===== config.mk =====
export PLATFORM = sky130hd
export DESIGN_NAME = wshb_frame_reader
export DESIGN_NICKNAME = d
export VERILOG_FILES = /design/src/rtl/vga_pkg.sv /design/src/rtl/frame_addr_gen.sv /design/src/rtl/wshb_frame_reader.sv
export SDC_FILE = /design/constraint.sdc
export NUM_CORES = 1
export LEC_CHECK = 0
export BUFFER_PORTS_ARGS = -buffer_cell sky130_fd_sc_hd__buf_2
export CAP_MARGIN = 20
export CORE_MARGIN = 1.5
export CORE_UTILIZATION = 51
export DETAILED_ROUTE_END_ITERATION = 10
export PLACE_DENSITY = 0.93
export SYNTH_ARGS = -nofsm -noshare
export SYNTH_HDL_FRONTEND = slang
export SYNTH_SLANG_ARGS = --single-unit

===== constraint.sdc =====
create_clock -name CLK -period 2.85 [get_ports CLK]
set_clock_uncertainty 0.05 [all_clocks]
set_input_delay 0.285 -clock CLK [delete_from_list [all_inputs] [get_ports CLK]]
set_output_delay 0.285 -clock CLK [all_outputs]
set_load 0.02 [all_outputs]

===== src/rtl/vga_pkg.sv =====
// Shared VGA constants, Wishbone cycle-type codes and the frame reader state type.
package vga_pkg;

  localparam int DEFAULT_HDISP = 640;
  localparam int DEFAULT_VDISP = 480;

  localparam logic [2:0] CTI_INCR   = 3'b010;
  localparam logic [2:0] CTI_EOB    = 3'b111;
  localparam logic [1:0] BTE_LINEAR = 2'b00;

  typedef enum logic [1:0] {
    IDLE,
    WAIT_SPACE,
    BURST,
    GAP
  } frame_reader_state_t;

endpackage


===== src/rtl/frame_addr_gen.sv =====
// Pixel counter for the frame reader: byte address of the next beat, wrap and frame_done.
module frame_addr_gen #(
  parameter int          FRAME_PIX = 640 * 480,
  parameter logic [31:0] BASE_ADDR = 32'h0
) (
  input  logic        CLK,
  input  logic        RST,
  input  logic        advance,
  input  logic        restart,
  output logic [31:0] wb_adr,
  output logic        frame_done
);

  localparam int PIX_W = (FRAME_PIX > 1) ? $clog2(FRAME_PIX) : 1;
  localparam logic [PIX_W-1:0] LAST_PIX = PIX_W'(FRAME_PIX - 1);

  logic [PIX_W-1:0] pix_idx;
  logic             wrap_d;

  always_ff @(posedge CLK) begin
    if (RST) begin
      pix_idx    <= '0;
      wrap_d     <= 1'b0;
      frame_done <= 1'b0;
    end else begin
      // wrap_d lines up with the FIFO write of the last pixel; frame_done follows it
      wrap_d     <= advance && (pix_idx == LAST_PIX);
      frame_done <= wrap_d;
      if (restart)
        pix_idx <= '0;
      else if (advance)
        pix_idx <= (pix_idx == LAST_PIX) ? '0 : pix_idx + 1'b1;
    end
  end

  assign wb_adr = BASE_ADDR + 32'({pix_idx, 1'b0});

endmodule


===== src/rtl/wshb_frame_reader.sv =====
// Wishbone burst-read master streaming the framebuffer into the pixel FIFO.
// Define WSHB_FRAME_READER_ERR_EN to add wb_err handling and the err_count output.
module wshb_frame_reader
  import vga_pkg::*;
#(
  parameter int          HDISP     = DEFAULT_HDISP,
  parameter int          VDISP     = DEFAULT_VDISP,
  parameter logic [31:0] BASE_ADDR = 32'h0,
  parameter int          BURST_LEN = 16
) (
  input  logic        CLK,
  input  logic        RST,
  input  logic        enable,
  input  logic        frame_start,
  output logic [31:0] wb_adr,
  input  logic [15:0] wb_dat_sm,
  output logic        wb_cyc,
  output logic        wb_stb,
  output logic        wb_we,
  output logic [1:0]  wb_sel,
  output logic [2:0]  wb_cti,
  output logic [1:0]  wb_bte,
  input  logic        wb_ack,
  output logic [15:0] fifo_wdata,
  output logic        fifo_write,
  input  logic        fifo_walmost_full,
  output logic        frame_done
`ifdef WSHB_FRAME_READER_ERR_EN
  ,
  input  logic        wb_err,
  output logic [15:0] err_count
`endif
);

  localparam int BEAT_W = (BURST_LEN > 1) ? $clog2(BURST_LEN) : 1;
  localparam logic [BEAT_W-1:0] LAST_BEAT   = BEAT_W'(BURST_LEN - 1);
  localparam logic [BEAT_W-1:0] PENULT_BEAT = BEAT_W'((BURST_LEN > 1) ? BURST_LEN - 2 : 0);
  localparam logic [2:0]        CTI_FIRST   = (BURST_LEN == 1) ? CTI_EOB : CTI_INCR;

  frame_reader_state_t state, state_nxt;
  logic              cyc_q, cyc_nxt;
  logic [2:0]        cti_q, cti_nxt;
  logic [BEAT_W-1:0] beat_cnt, beat_cnt_nxt;
  logic              beat_done;
  logic              restart_pend;
  logic              restart_apply;

`ifdef WSHB_FRAME_READER_ERR_EN
  // An errored beat still consumes an address and a FIFO slot so pixels stay aligned
  assign beat_done = cyc_q & (wb_ack | wb_err);
`else
  assign beat_done = cyc_q & wb_ack;
`endif

  assign restart_apply = restart_pend && (state != BURST);

  always_comb begin
    state_nxt    = state;
    cyc_nxt      = cyc_q;
    cti_nxt      = cti_q;
    beat_cnt_nxt = beat_cnt;
    case (state)
      IDLE: begin
        if (enable)
          state_nxt = WAIT_SPACE;
      end
      WAIT_SPACE: begin
        if (!enable) begin
          state_nxt = IDLE;
        end else if (!fifo_walmost_full) begin
          state_nxt    = BURST;
          cyc_nxt      = 1'b1;
          cti_nxt      = CTI_FIRST;
          beat_cnt_nxt = '0;
        end
      end
      BURST: begin
        if (beat_done) begin
          beat_cnt_nxt = beat_cnt + 1'b1;
          if (beat_cnt == PENULT_BEAT)
            cti_nxt = CTI_EOB;
          if (beat_cnt == LAST_BEAT) begin
            cyc_nxt   = 1'b0;
            state_nxt = GAP;
          end
        end
      end
      GAP: begin
        cti_nxt   = CTI_INCR;
        state_nxt = enable ? WAIT_SPACE : IDLE;
      end
      default: state_nxt = IDLE;
    endcase
  end

  always_ff @(posedge CLK) begin
    if (RST) begin
      state        <= IDLE;
      cyc_q        <= 1'b0;
      cti_q        <= CTI_INCR;
      beat_cnt     <= '0;
      restart_pend <= 1'b0;
      fifo_write   <= 1'b0;
      fifo_wdata   <= 16'h0000;
    end else begin
      state        <= state_nxt;
      cyc_q        <= cyc_nxt;
      cti_q        <= cti_nxt;
      beat_cnt     <= beat_cnt_nxt;
      restart_pend <= frame_start | (restart_pend & ~restart_apply);
      fifo_write   <= beat_done;
`ifdef WSHB_FRAME_READER_ERR_EN
      fifo_wdata   <= wb_err ? 16'h0000 : wb_dat_sm;
`else
      fifo_wdata   <= wb_dat_sm;
`endif
    end
  end

`ifdef WSHB_FRAME_READER_ERR_EN
  always_ff @(posedge CLK) begin
    if (RST)
      err_count <= 16'h0000;
    else if (cyc_q && wb_err && (err_count != 16'hFFFF))
      err_count <= err_count + 16'h0001;
  end
`endif

  frame_addr_gen #(
    .FRAME_PIX (HDISP * VDISP),
    .BASE_ADDR (BASE_ADDR)
  ) u_addr_gen (
    .CLK        (CLK),
    .RST        (RST),
    .advance    (beat_done),
    .restart    (restart_apply),
    .wb_adr     (wb_adr),
    .frame_done (frame_done)
  );

  assign wb_cyc = cyc_q;
  assign wb_stb = cyc_q;
  assign wb_cti = cti_q;
  assign wb_we  = 1'b0;
  assign wb_sel = 2'b11;
  assign wb_bte = BTE_LINEAR;

endmodule


==> qor.yml, run 1 <==
yosysWarnings: 0
worstHoldPathType: "in2reg"
ctsResizeCount: 0
track_usage_pct: 19.8
syn_avg_cell_area_um2: 9.16
path_class: "reg2reg"
hold_start: "frame_start"
crit_arrival_ns: 2.20
muxShareOfSynthArea_pct: 0.499
via_per_inst: 5.11
path_max_fanout: 14
post-dp-hpwl_mm: 2.93
clk_path_buf_depth: 2
h-tree-depth: 2
cap_viol_max_count: 0
clkLatencyLatePin_ns: 0.30
synth.distinct_cells: 39
fp.coreArea_um2: 3720
via_count: 1676
finalMaxSlewViolations: 0
numCtsBuffers: 5
synthTopCellsByCount: "47 x dfxtp_1, 25 x nor2_1, 22 x buf_4, 17 x nor2b_1, 12 x a21oi_1"
synth_compound_area_share_pct: 7.54
drc_errors: 0
synth_top_cell_by_area: "dfxtp_1"
synthTopCellsByArea: "dfxtp_1 47%, buf_4 8.2%, nor2b_1 5.3%"
ys_seq_elements: 47
reg2reg_slack_ns: 0.78
grt_pass1_vias: 1485
finalCritPeriodShare_pct: 72.7
cts_tree: "yes"
critPathLaunchType: "flop"
area_growth_pct: 18.6
synth_flop_cell: "dfxtp_1"
rr_endpoint: "u_addr_gen.pix_idx[3]"
synthXorXnorAreaFrac_pct: 6.11
max_slew_margin_pct: 58.3
io_buffers: 62
die_h_um: 65.7
status: "completed"
diodes: 0
highest_layer: "met4"
min_path_cells: 3
r2r_start: "u_addr_gen.pix_idx[0]"
clkSinkCount: 47
grt-ovfl-total: 0
crit_buf_inv: 0
drt_iter0_drc: 62
fmax_mhz: 483
crit_required_ns: 2.98
seq_area_frac_synth_pct: 46.9
power_density_nw_per_um2: 531
min_period_ns: 2.07
die_area_um2: 4320
worst_path_dominant_cell_family: "simple AND/OR/NAND/NOR gates"
ctsHoldBuffers: 0
setup_ws_ns: 0.779
wl_per_cell_um: 12.2
synthSimpleGateAreaFrac_pct: 26.4
gp_congestion: 0.820
wl_met2_mm: 1.80
synth_edf_count: 0
synth_top_family_by_area: "simple AND/OR/NAND/NOR gates"
synthAdderAreaFrac_pct: 1.87
clkTransAtPathRegs_ns: 0.09
setup_tns_ns: 0
pre_cts_ws_ns: 0.808
syn_inst: 219
drt_pass1_iterations: 4
die_x_um: 65.7
holdPathEnd: "restart_pend"
nets: 304
postCtsSetupBuffers: 0
netlist_area_um2: 2010
yosysTopAreaCellShare_pct: 46.9
hold_viol: 0
slowest_delay_ns: 0.51
grt_pass1_wl_mm: 6.58
dr_wl_met3_um: 336
synth-async-reset-ratio_pct: 0
num-fill-cells: 316
worstRegToRegCells: 5
grt_max_degree: 29
cp_cell_sequence: "ha_1 > nand3_1 > nor4_2 > a31o_2 > nor2_1"
worst_pin_slew_ns: 0.620
setup_violations: 0
yosysMostFrequentCell: "dfxtp_1"
start_util_pct: 54.0
p_leak_uw: 0.00104
wl_met1_mm: 1.81
endpoint_kind: "flop"
rsz0062_at_grt: "no"
io_pins: 82
drive_gt1_share_pct: 26.4
vdd_drop_max_mv: 0.372
clockRootBuffer: "clkbuf_8"
drt-total-wl_mm: 4.02
rows: 22
antenna_found_initial: 0
drtAntennaViolNets: 0
crit_slowest_cell: "nor4_2"
[tightest hold or removal path, cell delays in order]
cell and delay, ns:
buf_2 0.07, a31oi_1 0.03, nor2_1 0.07
[where the power goes]
group	total [µW]	switching (µW)	internal (µW)
registers	677	6.07	671
clock network	489	224	266
logic	98.3	67.8	30.6
[worst max-delay path by stage]
stage	start	endpoint	slack, ns	depth (start not counted)
finish	u_addr_gen.pix_idx[0]	u_addr_gen.pix_idx[3]	0.78	5
global route	u_addr_gen.pix_idx[0]	u_addr_gen.pix_idx[3]	0.62	5
CTS	u_addr_gen.pix_idx[0]	u_addr_gen.pix_idx[3]	0.78	5
detailed placement	wb_cyc	u_addr_gen.pix_idx[8]	0.81	4
global placement	wb_cyc	u_addr_gen.pix_idx[3]	0.89	4
floorplan	u_addr_gen.pix_idx[0]	u_addr_gen.pix_idx[12]	0.90	6
[cell families (layout without fill, tap and decap cells)]
kind of cell,after synthesis,count (layout)
AND/OR/NAND/NOR,95,95
adder cells (fa/ha/maj),3,3
AO/OA/AOI/OAI,24,24
multiplexers,1,1
XOR/XNOR,14,14
other,2,19
flip-flops,47,47
buffers and inverters,33,77
[sequential cells by signal, indices dropped and copies added (netlist names), named ones only]
name	cells
beat_cnt	4
fifo_wdata	16
fifo_write	1
restart_pend	1
state	1
u_addr_gen.frame_done	1
u_addr_gen.pix_idx	19
u_addr_gen.wrap_d	1
wb_cti	1
wb_cyc	1
[cell type report]
type                            instances  area, µm²  area share [%]
Inverter                                6       22.5           0.946
Clock inverter                          3       47.5            2.00
Sequential cell                        47        941            39.5
Timing Repair Buffer                   63        318            13.4
Clock buffer                            5       68.8            2.89
Tap cell                               48       60.1            2.52
Multi-Input combinational cell        156        922            38.7
[routing by layer]
metal	vias to the layer above	track usage (%)
met5	-	0
met3	5	4.97
met1	763	24.5
li1	836	-
met4	0	10.4
met2	72	31.4
[cell usage in the layout (no fill, tap or decap), drive strengths merged, types with 2 or more instances in the layout]
cell | Yosys | routed
nor4 | 5 | 5
or4 | 3 | 3
clkbuf | 3 | 5
nor2b | 17 | 17
a21o | 2 | 2
nand3 | 8 | 8
conb | 2 | 19
nand2 | 8 | 8
nor2 | 25 | 25
dfxtp | 47 | 47
nand4 | 8 | 8
xnor2 | 9 | 9
buf | 24 | 63
a21oi | 12 | 12
inv | 6 | 7
and3 | 3 | 3
and4 | 3 | 3
nor3 | 9 | 9
o31ai | 3 | 3
ha | 3 | 3
xor2 | 5 | 5
[metrics by stage]
stage	power (µW)	hold slack, ns	util, %	instances	area (µm²)
global placement	788	0.369	60.9	320	2260
CTS	1280	0.128	64.0	328	2380
global route	1320	0.139	64.0	328	2380
finish	1260	0.134	64.0	328	2380
detailed placement	791	0.379	60.9	320	2260
floorplan	779	0.353	-	236	2070
Note: power is estimated with default switching activity, not from simulation.
==> inputs of run 2 (changes only) <==
--- a/config.mk
+++ b/config.mk
@@ -8,9 +8,9 @@
 export BUFFER_PORTS_ARGS = -buffer_cell sky130_fd_sc_hd__buf_2
 export CAP_MARGIN = 20
 export CORE_MARGIN = 1.5
-export CORE_UTILIZATION = 51
+export CORE_UTILIZATION = 43
 export DETAILED_ROUTE_END_ITERATION = 10
-export PLACE_DENSITY = 0.93
+export PLACE_DENSITY = 0.84
 export SYNTH_ARGS = -nofsm -noshare
 export SYNTH_HDL_FRONTEND = slang
 export SYNTH_SLANG_ARGS = --single-unit
==> constraint.sdc (replaced) <==
create_clock -name CLK -period 1.9 [get_ports CLK]
set_clock_uncertainty 0.05 [all_clocks]
set_input_delay 0.19 -clock CLK [delete_from_list [all_inputs] [get_ports CLK]]
set_output_delay 0.19 -clock CLK [all_outputs]
set_load 0.02 [all_outputs]
==> run 2 against run 1 <==
Against the previous run: routed wire length up 4.5%; highest routed layer unchanged; largest cell class is now multi-input gates; register-to-register slack worse by 0.64 ns; first-iteration DRC count up 18%; critical endpoint is now u_addr_gen.pix_idx[16]; sequential share of layout area down 2.0 points; clock power up 51%.
==> qor.yml, run 2 (synthesis gave the netlist of run 1 again) <==
rsz0062_at_grt: "no"
rows: 24
r2r_start: "u_addr_gen.pix_idx[1]"
grt-ovfl-total: 0
worstRegToRegCells: 6
nets: 318
reg2reg_slack_ns: 0.14
numCtsBuffers: 5
hold_start: "wb_dat_sm[0]"
h-tree-depth: 2
largest_reg_flops: 19
clk_path_buf_depth: 2
area_growth_pct: 25.2
holdWs_ns: 0.0452
num-fill-cells: 397
fp.coreArea_um2: 4410
crit_arrival_ns: 1.90
ctsResizeCount: 0
io_buffers: 62
rr_endpoint: "u_addr_gen.pix_idx[16]"
ff_latch_area_um2: 942
setup_tns_ns: 0
track_usage_pct: 16.9
drive_gt1_share_pct: 31.0
crit_required_ns: 2.05
endpoint_kind: "flop"
postCtsSetupBuffers: 0
drt_pass1_iterations: 4
grt_pass1_vias: 1551
drt_iter0_drc: 73
drt-total-wl_mm: 4.20
post-dp-hpwl_mm: 3.09
cap_viol_max_count: 0
multiInputGateArea_um2: 947
path_class: "reg2reg"
drtAntennaViolNets: 0
holdPathEnd: "fifo_wdata[0]"
power_density_nw_per_um2: 758
ctsHoldBuffers: 0
path_max_fanout: 5
power_uw: 1910
gp_congestion: 0.807
setup_violations: 0
min_period_ns: 1.76
min_path_cells: 2
finalCritPeriodShare_pct: 92.5
die_area_um2: 5090
regMostFlops: "u_addr_gen.pix_idx"
hold_viol: 0
finalMaxSlewViolations: 0
antenna_found_initial: 0
die_h_um: 71.3
io_pins: 82
status: "completed"
layout_common_cells: "62 x buf_2, 46 x dfxtp_1, 25 x nor2_1"
p_leak_uw: 0.00113
grt_max_degree: 28
clkLatencyLatePin_ns: 0.30
via_per_inst: 5.03
via_count: 1742
clkTransAtPathRegs_ns: 0.09
reg_top3: "u_addr_gen.pix_idx x19, fifo_wdata x16, beat_cnt x4"
cts_tree: "yes"
wl_per_cell_um: 12.1
critPathLaunchType: "flop"
worstHoldPathType: "in2reg"
setup_ws_ns: 0.143
drc_errors: 0
diodes: 0
start_util_pct: 45.5
die_x_um: 71.3
final_common_cell: "buf_2"
clkSinkCount: 47
grt_pass1_wl_mm: 6.87
fmax_mhz: 569
clockRootBuffer: "clkbuf_8"
vdd_drop_max_mv: 0.288
pre_cts_ws_ns: 0.0814
run 2: changes by cell type in the layout (fill, tap and decap cells not counted), sizes merged:
cell and delta:
buf +14, clkinv +1, inv -1
run 2: where the power goes:
group	total, µW	internal, µW	switching, µW
Clock	736	392	344
Combinational	155	51.1	104
Sequential	1010	1010	7.98
Total	1910	1450	456
run 2: metrics by stage:
stage               utilization, %  instances  cell area, µm²
detailed placement            54.0        338            2380
global placement              54.0        338            2380
global route                  56.9        346            2510
floorplan                        -        236            2080
finish                        56.9        346            2510
CTS                           56.5        346            2490
run 2: worst max path at each step:
stage                     depth (start not counted)             startpoint  slack, ns                endpoint
after floorplan                                   6  u_addr_gen.pix_idx[0]       0.01  u_addr_gen.pix_idx[12]
after global placement                            4  u_addr_gen.pix_idx[0]       0.15  u_addr_gen.pix_idx[13]
after detailed placement                          4  u_addr_gen.pix_idx[0]       0.08  u_addr_gen.pix_idx[17]
after CTS                                         4  u_addr_gen.pix_idx[0]       0.07  u_addr_gen.pix_idx[17]
after global routing                              6  u_addr_gen.pix_idx[1]      0.002  u_addr_gen.pix_idx[16]
final                                             6  u_addr_gen.pix_idx[1]       0.14  u_addr_gen.pix_idx[16]
run 2: routing by layer:
metal | track usage, % | share of wire [%] | vias up
met5 | 0 | 0 | -
met3 | 5.63 | 8.2 | 6
met2 | 28.1 | 46 | 70
met4 | 5.66 | 1.1 | 0
li1 | - | - | 864
met1 | 20.5 | 45 | 802
run 2: critical path, stage by stage, from the launching register on:
cell	delay, ns
dfxtp_1	0.44
ha_2	0.26
nand3_1	0.17
nor4_4	0.29
buf_4	0.19
mux2i_1	0.18
nor3_1	0.06
run 2: area by class of cell:
| class | count | area share, % |
|---|---|---|
| Inverter | 6 | 0.896 |
| Tap cell | 52 | 2.59 |
| Multi-Input combinational cell | 156 | 37.7 |
| Timing Repair Buffer | 77 | 16.8 |
| Clock inverter | 3 | 1.74 |
| Clock buffer | 5 | 2.74 |
| Sequential cell | 47 | 37.5 |
